`config.mk`:
```
export PLATFORM = sky130hd
export DESIGN_NAME = design_12_sched
export DESIGN_NICKNAME = d
export VERILOG_FILES = /design/src/rtl/design_12_sched.sv
export SDC_FILE = /design/constraint.sdc
export NUM_CORES = 1
export LEC_CHECK = 0
export ABC_AREA = 1
export CAP_MARGIN = 20
export CORE_ASPECT_RATIO = 0.6
export CORE_MARGIN = 2
export CORE_UTILIZATION = 50
export CTS_BUF_LIST = sky130_fd_sc_hd__clkbuf_16
export DETAILED_ROUTE_END_ITERATION = 10
export GPL_ROUTABILITY_DRIVEN = 0
export GPL_TIMING_DRIVEN = 0
export PLACE_DENSITY = 0.82
export SLEW_MARGIN = 20
export SYNTH_ARGS = -nofsm -noshare
export SYNTH_HDL_FRONTEND = slang
export SYNTH_SLANG_ARGS = --single-unit
```
`constraint.sdc`:
```
create_clock -name clk -period 3.56 [get_ports clk]
set_input_delay 0.712 -clock clk [delete_from_list [all_inputs] [get_ports clk]]
set_output_delay 0.712 -clock clk [all_outputs]
set_load 0.01 [all_outputs]
```
`src/rtl/design_12_sched.sv`:
```
// Round-robin scheduler sharing one design_12 datapath among NREQ requesters, with tagged in-order responses.
// Optional macro D12_SCHED_STATS_EN adds saturating issue_cnt/stall_cnt output ports.
module design_12_sched #(
  parameter int unsigned W     = 12,
  parameter int unsigned NREQ  = 4,
  parameter int unsigned LAT   = 1,
  parameter int unsigned DEPTH = 4
) (
  input  logic                     clk,
  input  logic                     rst_n,
  input  logic                     enable,
  input  logic [NREQ-1:0]          req_valid,
  input  logic [NREQ*W-1:0]        req_a,
  input  logic [NREQ*W-1:0]        req_b,
  output logic [NREQ-1:0]          req_ready,
  output logic                     core_start,
  output logic [W-1:0]             core_a,
  output logic [W-1:0]             core_b,
  input  logic [W-1:0]             core_y,
  output logic                     rsp_valid,
  input  logic                     rsp_ready,
  output logic [$clog2(NREQ)-1:0]  rsp_id,
  output logic [W-1:0]             rsp_y,
`ifdef D12_SCHED_STATS_EN
  output logic                     idle,
  output logic [15:0]              issue_cnt,
  output logic [15:0]              stall_cnt
`else
  output logic                     idle
`endif
);

  localparam int unsigned IDW = $clog2(NREQ);
  localparam int unsigned PW  = $clog2(DEPTH);
  localparam int unsigned CW  = $clog2(DEPTH + 1);

  typedef enum logic [1:0] {
    S_IDLE  = 2'd0,
    S_RUN   = 2'd1,
    S_DRAIN = 2'd2
  } state_e;

  state_e           state_q;
  logic [IDW-1:0]   rr_q;
  logic [IDW-1:0]   gnt_idx;
  logic [IDW-1:0]   rr_nxt;
  logic [NREQ-1:0]  gnt;
  logic             accept;
  logic             push;
  logic             pop;
  logic             credit;
  int unsigned      occ;
  int unsigned      idx;
  logic [CW-1:0]    inflight_q;
  logic [CW-1:0]    cnt_q;
  logic [PW-1:0]    wr_q;
  logic [PW-1:0]    rd_q;
  logic [IDW-1:0]   mem_id_q [DEPTH];
  logic [W-1:0]     mem_y_q  [DEPTH];
  logic             core_start_q;
  logic [W-1:0]     core_a_q;
  logic [W-1:0]     core_b_q;
  logic [IDW-1:0]   core_id_q;
  logic             tag_vld_q [LAT];
  logic [IDW-1:0]   tag_id_q  [LAT];

  assign rsp_valid = (cnt_q != '0);
  assign pop       = rsp_valid & rsp_ready;
  assign push      = tag_vld_q[LAT-1];

  // Occupancy counts everything issued but not yet popped, so a full pipe can never overflow the FIFO.
  always_comb begin
    occ    = 32'(cnt_q) + 32'(inflight_q) - 32'(pop);
    credit = (occ < DEPTH);
  end

  always_comb begin
    gnt     = '0;
    gnt_idx = '0;
    accept  = 1'b0;
    idx     = 0;
    if (state_q == S_RUN && credit) begin
      for (int unsigned k = 0; k < NREQ; k++) begin
        idx = (32'(rr_q) + k) % NREQ;
        if (!accept && req_valid[idx]) begin
          accept       = 1'b1;
          gnt[idx]     = 1'b1;
          gnt_idx      = IDW'(idx);
        end
      end
    end
  end

  assign rr_nxt = (gnt_idx == IDW'(NREQ - 1)) ? '0 : gnt_idx + IDW'(1);

  always_ff @(posedge clk or negedge rst_n) begin
    if (!rst_n) begin
      state_q      <= S_IDLE;
      rr_q         <= '0;
      core_start_q <= 1'b0;
      core_a_q     <= '0;
      core_b_q     <= '0;
      core_id_q    <= '0;
      inflight_q   <= '0;
    end else begin
      case (state_q)
        S_IDLE:  if (enable) state_q <= S_RUN;
        S_RUN:   if (!enable) state_q <= S_DRAIN;
        S_DRAIN: begin
          if (enable)                state_q <= S_RUN;
          else if (inflight_q == '0) state_q <= S_IDLE;
        end
        default: state_q <= S_IDLE;
      endcase
      core_start_q <= accept;
      if (accept) begin
        core_a_q  <= req_a[gnt_idx*W +: W];
        core_b_q  <= req_b[gnt_idx*W +: W];
        core_id_q <= gnt_idx;
        rr_q      <= rr_nxt;
      end
      inflight_q <= inflight_q + CW'(accept) - CW'(push);
    end
  end

  // Tag enters alongside core_start; the last stage lines up with core_y.
  always_ff @(posedge clk or negedge rst_n) begin
    if (!rst_n) begin
      for (int unsigned i = 0; i < LAT; i++) begin
        tag_vld_q[i] <= 1'b0;
        tag_id_q[i]  <= '0;
      end
    end else begin
      tag_vld_q[0] <= core_start_q;
      tag_id_q[0]  <= core_id_q;
      for (int unsigned i = 1; i < LAT; i++) begin
        tag_vld_q[i] <= tag_vld_q[i-1];
        tag_id_q[i]  <= tag_id_q[i-1];
      end
    end
  end

  always_ff @(posedge clk or negedge rst_n) begin
    if (!rst_n) begin
      wr_q  <= '0;
      rd_q  <= '0;
      cnt_q <= '0;
      for (int unsigned i = 0; i < DEPTH; i++) begin
        mem_id_q[i] <= '0;
        mem_y_q[i]  <= '0;
      end
    end else begin
      if (push) begin
        mem_id_q[wr_q] <= tag_id_q[LAT-1];
        mem_y_q[wr_q]  <= core_y;
        wr_q           <= wr_q + PW'(1);
      end
      if (pop) rd_q <= rd_q + PW'(1);
      cnt_q <= cnt_q + CW'(push) - CW'(pop);
    end
  end

  assign req_ready  = gnt;
  assign core_start = core_start_q;
  assign core_a     = core_a_q;
  assign core_b     = core_b_q;
  assign rsp_id     = mem_id_q[rd_q];
  assign rsp_y      = mem_y_q[rd_q];
  assign idle       = (state_q == S_IDLE) && (inflight_q == '0) && (cnt_q == '0);

`ifdef D12_SCHED_STATS_EN
  always_ff @(posedge clk or negedge rst_n) begin
    if (!rst_n) begin
      issue_cnt <= '0;
      stall_cnt <= '0;
    end else begin
      if (accept && issue_cnt != '1) issue_cnt <= issue_cnt + 16'd1;
      if (state_q == S_RUN && (|req_valid) && !accept && stall_cnt != '1)
        stall_cnt <= stall_cnt + 16'd1;
    end
  end
`endif

  a_no_push_full: assert property (@(posedge clk) disable iff (!rst_n)
    !(push && !pop && cnt_q == CW'(DEPTH)));

endmodule

```
==> results.sh, run 1 <==
export IMPL_outcome="completed"
export IMPL_cts_num_sinks=100
export IMPL_synth_commonest_cells="240 x nand2_1, 155 x inv_1, 100 x dfrtp_1"
export IMPL_startpoint_type="flip-flop"
export IMPL_worstSetupEndpointType="output pin"
export IMPL_finalSetupViolations=0
export IMPL_synth_compound_area_share_pct=10.22
export IMPL_maxCapViolations=0
export IMPL_synth_fa_ha_area_share_pct=4.734
export IMPL_n_antenna_cell=0
export IMPL_internal_power_mw=3.994
export IMPL_drv_slew=0
export IMPL_crit_arrival_ns=2.71
export IMPL_async_flop_share_pct=100.0
export IMPL_hold_path_class="primary input to async pin"
export IMPL_hpwlAfterDp_mm=13.79
export IMPL_required_ns=2.85
export IMPL_cts_root_buf="clkbuf_16"
export IMPL_initial_core_util_pct=51.00
export IMPL_wl_per_cell_um=15.35
export IMPL_seq_area_frac_synth_pct=40.81
export IMPL_p_sw_share_pct=46.85
export IMPL_grt_pass1_vias=6164
export IMPL_synth_flop_cell="dfrtp_1"
export IMPL_die_w_um=147.0
export IMPL_hold_violations=0
export IMPL_clkPwrFrac_pct=11.7
export IMPL_synth_top_family_by_area="simple AND/OR/NAND/NOR gates"
export IMPL_netSwitchingPower_mw=3.520
export IMPL_p_seq_share_pct=27.4
export IMPL_grtUsageTotal_pct=28.64
export IMPL_syn_area_per_cell_um2=7.164
export IMPL_die_area_um2=13200
export IMPL_nFillCells=991
export IMPL_viasPerCell=5.305
export IMPL_tightestPinTransition_ns=0.6158
export IMPL_yosysTopAreaCell="dfrtp_1"
export IMPL_synth_edf_count=0
export IMPL_wl_mm=18.42
export IMPL_synth_area_top_cells="dfrtp_1 41%, nand2_1 15%, inv_1 9.5%"
export IMPL_p_leak_nw=4.324
export IMPL_drive_above_1_share_pct=6.570
export IMPL_netlist_cell_type_count=34
export IMPL_synthMostInstantiatedCell="nand2_1"
export IMPL_critPathKind="flip-flop to output pin"
export IMPL_h_tree_depth=3
export IMPL_yosysWarnings=0
export IMPL_synth_top_cell_area_share_pct=40.81
export IMPL_grt_pass1_wl_mm=30.33
export IMPL_netlist_area_um2=6132
export IMPL_ys_seq_elements=100
export IMPL_nets=1168
export IMPL_slew_limit_headroom_pct=58.95
export IMPL_finalClockSkew_ns=0.01056
export IMPL_detail_route_first_pass_iterations=5
export IMPL_cp_max_fo=10
export IMPL_die_height_um=89.78
export IMPL_io_pins=161
export IMPL_seq_area_um2=2502
export IMPL_synth_xor_area_share_pct=0.9998
export IMPL_multi_input_area_um2=2813
export IMPL_io_buffers=160
export IMPL_synth_nets=994
export IMPL_period_share_pct=96.05
export IMPL_drc=0
export IMPL_clkLatencyLatePin_ns=0.35
export IMPL_syn_inst=856
export IMPL_fin_crit_ns=3.420
export IMPL_rows=31
export IMPL_hold_slack_ns=0.1968
export IMPL_ir_drop_v=0.0004695
export IMPL_p_total_mw=7.514
export IMPL_grt_max_degree=84
export IMPL_max_freq_mhz=292.4
export IMPL_areaGrowthSynthToFinish_pct=34.81
export IMPL_cts_made_buffers=9
export IMPL_power_density_nw_per_um2=909.0
export IMPL_drt_iter0_markers=422
export IMPL_p_comb_share_pct=60.9
export IMPL_rsz0062_at_grt="false"
export IMPL_grt_ovfl_total=0
export IMPL_ant_nets=0
export IMPL_yosys_mux_area_fraction_pct=0
export IMPL_cts_buffer_depth=2
export IMPL_cts_tree="done"
export IMPL_yosys_area_share_simple_pct=29.63
export IMPL_antenna_found_initial=0
export IMPL_coreArea_um2=12020
export IMPL_path_clk_slew_ns=0.07
export IMPL_vias=6366
final cells by class:
cell class / instances / area share (%)
clock buffers: 9 / 2.724
well taps: 165 / 2.497
repair buffers: 164 / 19.75
flip-flops and latches: 100 / 30.27
plain buffers: 45 / 2.861
multi-input cells: 550 / 34.02
inverters: 160 / 7.356
clock inverters: 7 / 0.5146
cell usage in the layout, fill, tap and decap left out, types with 3 or more instances in the layout:
cell type,count
nand2_1,239
inv_1,155
clkdlybuf4s50_1,155
dfrtp_1,100
o21ai_0,94
nand3_1,55
nand4_1,51
nor2_1,38
clkbuf_1,23
ha_1,19
o22ai_1,15
buf_2,10
buf_4,9
clkbuf_16,9
nand3_2,6
inv_2,4
nand2_4,4
xor2_1,4
buf_6,4
clkbuf_2,4
nor3_1,3
routing by layer:
metal	global-route usage, %	share of wire (%)	wire length [um]	up-vias
met2	43.35	44	8038	319
met1	41.46	45	8250	2966
met5	0	0	0	-
met4	6.811	1.6	297	0
li1	-	-	-	3052
met3	7.411	9.9	1832	29
state kept, by name (all words and copies together), names as in the netlist:
name / flops
cnt_q: 3
core_a: 12
core_b: 12
core_id_q: 2
core_start: 1
inflight_q: 3
mem_id_q: 8
mem_y_q: 48
push: 1
rd_q: 2
rr_q: 2
state_q: 2
tag_id_q: 2
wr_q: 2
stage by stage:
stage	cells	instance area, um2	setup WS (ns)	TNS, ns	util (%)
after floorplan	856	6132	0.3649	0	-
after global placement	1181	7940	-1.851	-187.88	66.04
after detailed placement	1182	7969	-0.7652	-4.006	66.27
after CTS	1200	8277	0.006420	0	68.83
after global routing	1200	8267	0.01576	0	68.75
final	1200	8267	0.1405	0	68.75
critical path, cell delays in order (launching register included):
cell and delay, ns:
dfrtp_1 0.39, inv_1 0.07, clkbuf_1 0.36, clkbuf_1 0.49, nor2_1 0.08, o22ai_1 0.36
clkdlybuf4s50_1 0.61
cells by family (layout without fill, tap and decap cells):
kind of cell             after synthesis  count (layout)
flip-flops                           100             100
AND/OR/NAND/NOR                      403             403
AO/OA/AOI/OAI                        118             118
adder cells (fa/ha/maj)               22              22
buffers and inverters                206             385
XOR/XNOR                               7               7
timing repair:
| action | CTS | global route |
|---|---|---|
| endpoints found under the setup margin | 6 | 6 |
| pin swaps | 1 | 1 |
| gates resized for setup | 13 | 9 |
| gates cloned | 0 | 0 |
| setup buffers | 3 | 0 |
| hold buffers | 0 | 0 |
power groups by stage:
stage                     Clock [mW]  Combinational, mW  Sequential, mW
after global routing           0.940               5.05            2.12
after detailed placement           0               4.40            2.04
final                          0.881               4.58            2.06
after floorplan                    0               2.76            2.03
after CTS                      0.897               4.51            2.04
after global placement             0               4.24            2.03
final timing paths:
kind	start	endpoint	slack (ns)	depth (start not counted)
max in group asynchronous	rst_n	mem_y_q[14]	2.73	2
setup reg to reg	cnt_q[1]	inflight_q[2]	0.39	19
setup / recovery	rd_q[0]	rsp_y[4]	0.14	6
hold reg to reg	core_id_q[1]	tag_id_q[1]	0.38	0
min in group clk	core_id_q[1]	tag_id_q[1]	0.38	0
hold / removal	rst_n	state_q[1]	0.20	1
(Power assumes the default switching activity.)
==> run 2, diff against run 1 <==
CORE_MARGIN = 1   (was 2)
==> run 2 against run 1 <==
Against the previous run:
- via count up 0.64%
- core utilization up 3.3 points
- critical path type is now primary input to output pin
- non-clock buffer count up 5
- power up 1.7%
- clock skew up 0.0019 ns
- cell count unchanged
- sequential share of layout area down 0.28 points
- global-route usage up 1.8 points
==> results.sh, run 2 (synthesized netlist as in run 1, its figures left out) <==
export IMPL_initial_core_util_pct=52.87
export IMPL_maxCapViolations=0
export IMPL_coreArea_um2=11600
export IMPL_pre_cts_ws_ns=-0.8118
export IMPL_layoutNonFillerInstCount=1200
export IMPL_largest_reg_flops=48
export IMPL_grt_max_degree=59
export IMPL_p_sw_share_pct=46.82
export IMPL_max_freq_mhz=289.2
export IMPL_crit_top_cell="inv_1"
export IMPL_required_ns=2.85
export IMPL_cts_root_buf="clkbuf_16"
export IMPL_detail_route_first_pass_iterations=5
export IMPL_crit_buf_inv=6
export IMPL_io_pins=161
export IMPL_grt_ovfl_total=0
export IMPL_p_leak_nw=4.341
export IMPL_grt_pass1_vias=6089
export IMPL_worstSetupEndpointType="output pin"
export IMPL_ctsHoldBuffers=0
export IMPL_hpwlAfterDp_mm=14.24
export IMPL_finish_utilization_pct=72.02
export IMPL_hold_path_class="primary input to async pin"
export IMPL_outcome="completed"
export IMPL_p_comb_share_pct=61.5
export IMPL_die_w_um=145.0
export IMPL_die_height_um=87.78
export IMPL_nets=1173
export IMPL_rsz0062_at_grt="true"
export IMPL_wl_mm=18.96
export IMPL_antenna_found_initial=0
export IMPL_finalClockSkew_ns=0.01241
export IMPL_drc=0
export IMPL_rows=30
export IMPL_cp_cell_sequence="clkdlybuf4s50_1 -> nand2_1 -> inv_2 -> ha_4 -> inv_1 -> ha_1 -> nand3_1 -> nand2_2 -> xor2_2 -> nor2_4 -> buf_8 -> o21ai_0 -> inv_1 -> clkdlybuf4s15_2"
export IMPL_cp_max_fo=6
export IMPL_drv_slew=0
export IMPL_final_cell_mix="239 x nand2_1, 155 x inv_1, 155 x clkdlybuf4s50_1"
export IMPL_power_density_nw_per_um2=915.2
export IMPL_io_buffers=160
export IMPL_grt_pass1_wl_mm=30.11
export IMPL_cts_tree="done"
export IMPL_crit_family="buffers and inverters"
export IMPL_internal_power_mw=4.065
export IMPL_h_tree_depth=3
export IMPL_vias=6407
export IMPL_dp_cells=1177
export IMPL_tightestPinTransition_ns=0.6271
export IMPL_path_clk_slew_ns=0.07
export IMPL_cts_num_sinks=100
export IMPL_netSwitchingPower_mw=3.579
export IMPL_hold_slack_ns=0.2681
export IMPL_p_seq_share_pct=26.8
export IMPL_cts_buffer_depth=2
export IMPL_startpoint_type="primary input"
export IMPL_slew_limit_headroom_pct=58.20
export IMPL_die_area_um2=12730
export IMPL_finalSetupViolations=0
export IMPL_final_common_cell="nand2_1"
export IMPL_drt_iter0_markers=678
export IMPL_areaGrowthSynthToFinish_pct=36.22
export IMPL_ir_drop_v=0.0004554
export IMPL_regMostFlops="mem_y_q"
export IMPL_drive_above_1_share_pct=7.115
export IMPL_period_share_pct=97.12
export IMPL_fin_ws_ns=0.1024
export IMPL_wl_per_cell_um=15.80
export IMPL_nFillCells=935
export IMPL_ant_nets=0
export IMPL_hold_violations=0
export IMPL_critPathKind="primary input to output pin"
export IMPL_cpPeakStageDelay_ns=0.45
export IMPL_grtUsageTotal_pct=30.43
export IMPL_crit_arrival_ns=2.75
export IMPL_fin_crit_ns=3.458
export IMPL_n_antenna_cell=0
export IMPL_clkPwrFrac_pct=11.7
export IMPL_slowest_stage="clkdlybuf4s50_1"
export IMPL_cts_made_buffers=9
export IMPL_clkLatencyLatePin_ns=0.35
export IMPL_viasPerCell=5.339
## run 2: changes by cell type in the layout (fill, tap and decap cells not counted), moves of 2 or more
cell             before  now
inv_6                 2    0
clkinvlp_4            1    5
dfrtp_1             100   98
clkbuf_2              4    0
buf_6                 4    6
clkdlybuf4s15_2       0    2
clkinv_2              2    0
dfrtp_2               0    2
buf_4                 9   12
## run 2: area by class of cell
type	instances	area, um2	area share [%]
Timing Repair Buffer	168	1688	20.21
Clock buffer	9	225.2	2.696
Sequential cell	100	2505	29.99
Tap cell	160	200.2	2.397
Multi-Input combinational cell	550	2830	33.88
Buffer	46	249.0	2.981
Inverter	160	609.3	7.295
Clock inverter	7	46.29	0.5542
## run 2: power groups by stage
| stage | logic, mW | registers [mW] | clock network [mW] |
|---|---|---|---|
| final | 4.70 | 2.05 | 0.897 |
| after global routing | 5.16 | 2.12 | 0.937 |
| after CTS | 4.56 | 2.03 | 0.902 |
| after detailed placement | 4.43 | 2.04 | 0 |
| after global placement | 4.31 | 2.03 | 0 |
| after floorplan | 2.76 | 2.03 | 0 |
## run 2: worst paths after layout
check	startpoint	end	slack [ns]	cells after the start
max	rsp_ready	req_ready[2]	0.10	14
min	rst_n	core_a[9]	0.27	1
max reg2reg	cnt_q[1]	inflight_q[2]	0.27	20
min reg2reg	core_id_q[1]	tag_id_q[1]	0.37	0
max in group asynchronous	rst_n	wr_q[1]	2.66	2
min in group clk	core_id_q[1]	tag_id_q[1]	0.37	0
## run 2: timing repair
item | in CTS | in global routing
setup buffers | 4 | 3
resized for setup | 18 | 10
setup endpoints to repair | 6 | 5
pin swaps | 1 | 2
## run 2: worst register-to-register path, cell delays in order (launching register included)
cell	delay [ns]
dfrtp_1	0.42
nor3_1	0.20
inv_1	0.08
nand2_1	0.12
inv_2	0.07
ha_4	0.17
inv_1	0.05
ha_1	0.21
nand3_1	0.10
nand2_2	0.07
xor2_2	0.15
nor2_4	0.13
buf_6	0.18
nand2_4	0.11
inv_4	0.08
buf_6	0.15
ha_1	0.17
inv_1	0.05
fa_1	0.37
xnor2_1	0.14
xor2_1	0.14
## run 2: metal layers
metal  global-route usage [%]  wire length [um]  vias up
met5                        0                 0        -
met4                    5.706               221        0
met3                    7.240              1767       28
met2                    46.42              7973      322
met1                    44.43              8995     2999
li1                         -                 -     3058
## run 2: through the flow
step | power, mW | setup TNS (ns) | instance area, um2
after CTS | 7.495 | 0 | 8298
after global placement | 6.334 | -197.19 | 7934
after global routing | 8.212 | -0.02384 | 8353
final | 7.645 | 0 | 8353
after floorplan | 4.792 | 0 | 6132
after detailed placement | 6.467 | -4.084 | 7963
==> run 3, diff against run 2 <==
REMOVE_ABC_BUFFERS = 1   (was not set)
==> run 3 against run 2 <==
Against the previous run:
- sequential power rose by 4%
- maximum frequency fell by 0.15%
- first-iteration DRC count fell by 35%
- clock skew fell by 0.0017 ns
- via count fell by 6.2%
- critical path type unchanged
- clock-buffer cell count did not move
- global-route usage fell by 3.2 points
- power barely moved
- non-clock buffer count fell by 43
- flip-flop and latch count did not move
==> results.sh, run 3 (synthesized netlist as in run 1, its figures left out) <==
export IMPL_path_clk_slew_ns=0.07
export IMPL_hpwlAfterDp_mm=11.12
export IMPL_rsz0062_at_grt="false"
export IMPL_slew_limit_headroom_pct=35.87
export IMPL_finalClockSkew_ns=0.01073
export IMPL_grt_ovfl_total=0
export IMPL_cts_tree="done"
export IMPL_ir_drop_v=0.0005181
export IMPL_max_freq_mhz=288.8
export IMPL_p_leak_nw=4.299
export IMPL_drv_slew=0
export IMPL_viasPerCell=5.192
export IMPL_detail_route_first_pass_iterations=5
export IMPL_nFillCells=932
export IMPL_drc=0
export IMPL_cp_max_fo=5
export IMPL_die_height_um=87.78
export IMPL_startpoint_type="primary input"
export IMPL_nets=1131
export IMPL_rows=30
export IMPL_tightestPinTransition_ns=0.9596
export IMPL_drt_iter0_markers=440
export IMPL_dp_cells=1134
export IMPL_vias=6012
export IMPL_cts_made_buffers=9
export IMPL_h_tree_depth=3
export IMPL_grt_pass1_wl_mm=27.36
export IMPL_crit_arrival_ns=2.75
export IMPL_grtUsageTotal_pct=27.23
export IMPL_final_cell_mix="237 x nand2_1, 155 x clkdlybuf4s50_1, 153 x inv_1"
export IMPL_period_share_pct=97.27
export IMPL_n_antenna_cell=0
export IMPL_slowest_stage="clkdlybuf4s50_1"
export IMPL_hold_path_class="primary input to async pin"
export IMPL_initial_core_util_pct=52.87
export IMPL_cts_buffer_depth=2
export IMPL_cts_num_sinks=100
export IMPL_grt_pass1_vias=5460
export IMPL_drive_above_1_share_pct=6.513
export IMPL_layoutNonFillerInstCount=1158
export IMPL_crit_family="buffers and inverters"
export IMPL_grt_max_degree=69
export IMPL_wl_mm=17.10
export IMPL_regMostFlops="mem_y_q"
export IMPL_antenna_found_initial=0
export IMPL_hold_violations=0
export IMPL_final_common_cell="nand2_1"
export IMPL_crit_buf_inv=7
export IMPL_die_area_um2=12730
export IMPL_cpPeakStageDelay_ns=0.48
export IMPL_wl_per_cell_um=14.77
export IMPL_worstSetupEndpointType="output pin"
export IMPL_finalSetupViolations=0
export IMPL_p_total_mw=7.647
export IMPL_clkLatencyLatePin_ns=0.35
export IMPL_io_buffers=160
export IMPL_ant_nets=0
export IMPL_maxCapViolations=0
export IMPL_fin_crit_ns=3.463
export IMPL_power_density_nw_per_um2=921.2
export IMPL_largest_reg_flops=48
export IMPL_areaGrowthSynthToFinish_pct=35.36
export IMPL_coreArea_um2=11600
export IMPL_die_w_um=145.0
export IMPL_cts_root_buf="clkbuf_16"
export IMPL_ctsHoldBuffers=0
export IMPL_required_ns=2.85
export IMPL_critPathKind="primary input to output pin"
export IMPL_outcome="completed"
export IMPL_cp_cell_sequence="clkdlybuf4s50_1 -> nand2_2 -> inv_2 -> ha_4 -> inv_2 -> ha_4 -> nand3_2 -> nand2_2 -> xor2_2 -> nor2_4 -> clkbuf_16 -> buf_16 -> o21ai_0 -> inv_1 -> buf_2"
export IMPL_io_pins=161
## run 3: cell types whose count changed in the layout (fill, tap and decap cells not counted), sizes merged
cell and delta:
clkinvlp -4, dlygate4sd2 -1, bufbuf +1, clkbuf -22, inv +1, buf -18
clkdlybuf4s15 -3, clkinv +3, nand3 +1
## run 3: worst reg2reg max path, stage by stage, from the launching register on
cell       delay (ns)
dfrtp_1          0.54
inv_1            0.26
ha_1             0.39
inv_1            0.13
nand3_2          0.13
a21oi_2          0.24
nand4_1          0.25
nand2_8          0.30
clkinv_16        0.16
ha_1             0.22
inv_1            0.07
fa_1             0.18
xnor2_1          0.14
xor2_1           0.18
## run 3: routing by layer
metal | wire length [um] | track usage [%]
met1 | 8346 | 40.81
met2 | 7298 | 40.30
met3 | 1204 | 6.042
met4 | 251 | 5.609
met5 | 0 | 0
## run 3: worst paths after layout
| check | from | endpoint | slack, ns | cells after the start |
|---|---|---|---|---|
| worst max-delay path | rsp_ready | req_ready[2] | 0.1 | 15 |
| worst min-delay path | rst_n | core_b[2] | 0.24 | 1 |
| worst max register to register | rr_q[1] | inflight_q[2] | 0.30 | 13 |
| worst min register to register | core_id_q[1] | tag_id_q[1] | 0.38 | 0 |
| max in group asynchronous | rst_n | mem_y_q[7] | 2.68 | 2 |
| min in group clk | core_id_q[1] | tag_id_q[1] | 0.38 | 0 |
## run 3: layout make-up
| type | count | area [um2] | share of cell area [%] |
|---|---|---|---|
| clock buffer | 9 | 225.2 | 2.713 |
| inverter | 160 | 641.9 | 7.733 |
| tap | 160 | 200.2 | 2.412 |
| sequential | 100 | 2505 | 30.18 |
| clock inverter | 7 | 75.07 | 0.9044 |
| timing repair buffer | 171 | 1760 | 21.21 |
| multi-input combinational | 551 | 2893 | 34.85 |
## run 3: timing repair
action / 4_1_cts / 5_1_grt
pin swaps: 1 / 4
buffers inserted: 5 / 1
cloned: 1 / 1
setup endpoints to repair: 49 / 31
resized for setup: 33 / 12
## run 3: report_power, final
part | switching, mW | leakage (nW) | total (mW) | internal, mW
Sequential | 0.433 | 1.18 | 2.13 | 1.70
Combinational | 2.67 | 2.98 | 4.54 | 1.87
Clock | 0.478 | 0.145 | 0.977 | 0.499
Total | 3.58 | 4.30 | 7.65 | 4.07
## run 3: metrics by stage
stage	worst slack, ns	hold slack (ns)	area (um2)	setup TNS (ns)	utilization, %
detailed placement	-1.326	0.3603	7809	-26.12	67.32
finish	0.09718	0.2431	8300	0	71.56
CTS	0.01940	0.2577	8229	0	70.95
floorplan	-0.4403	0.3540	5901	-0.7236	-
global route	0.0005898	0.2589	8300	0	71.56
global placement	-2.003	0.3564	7702	-247.49	66.41
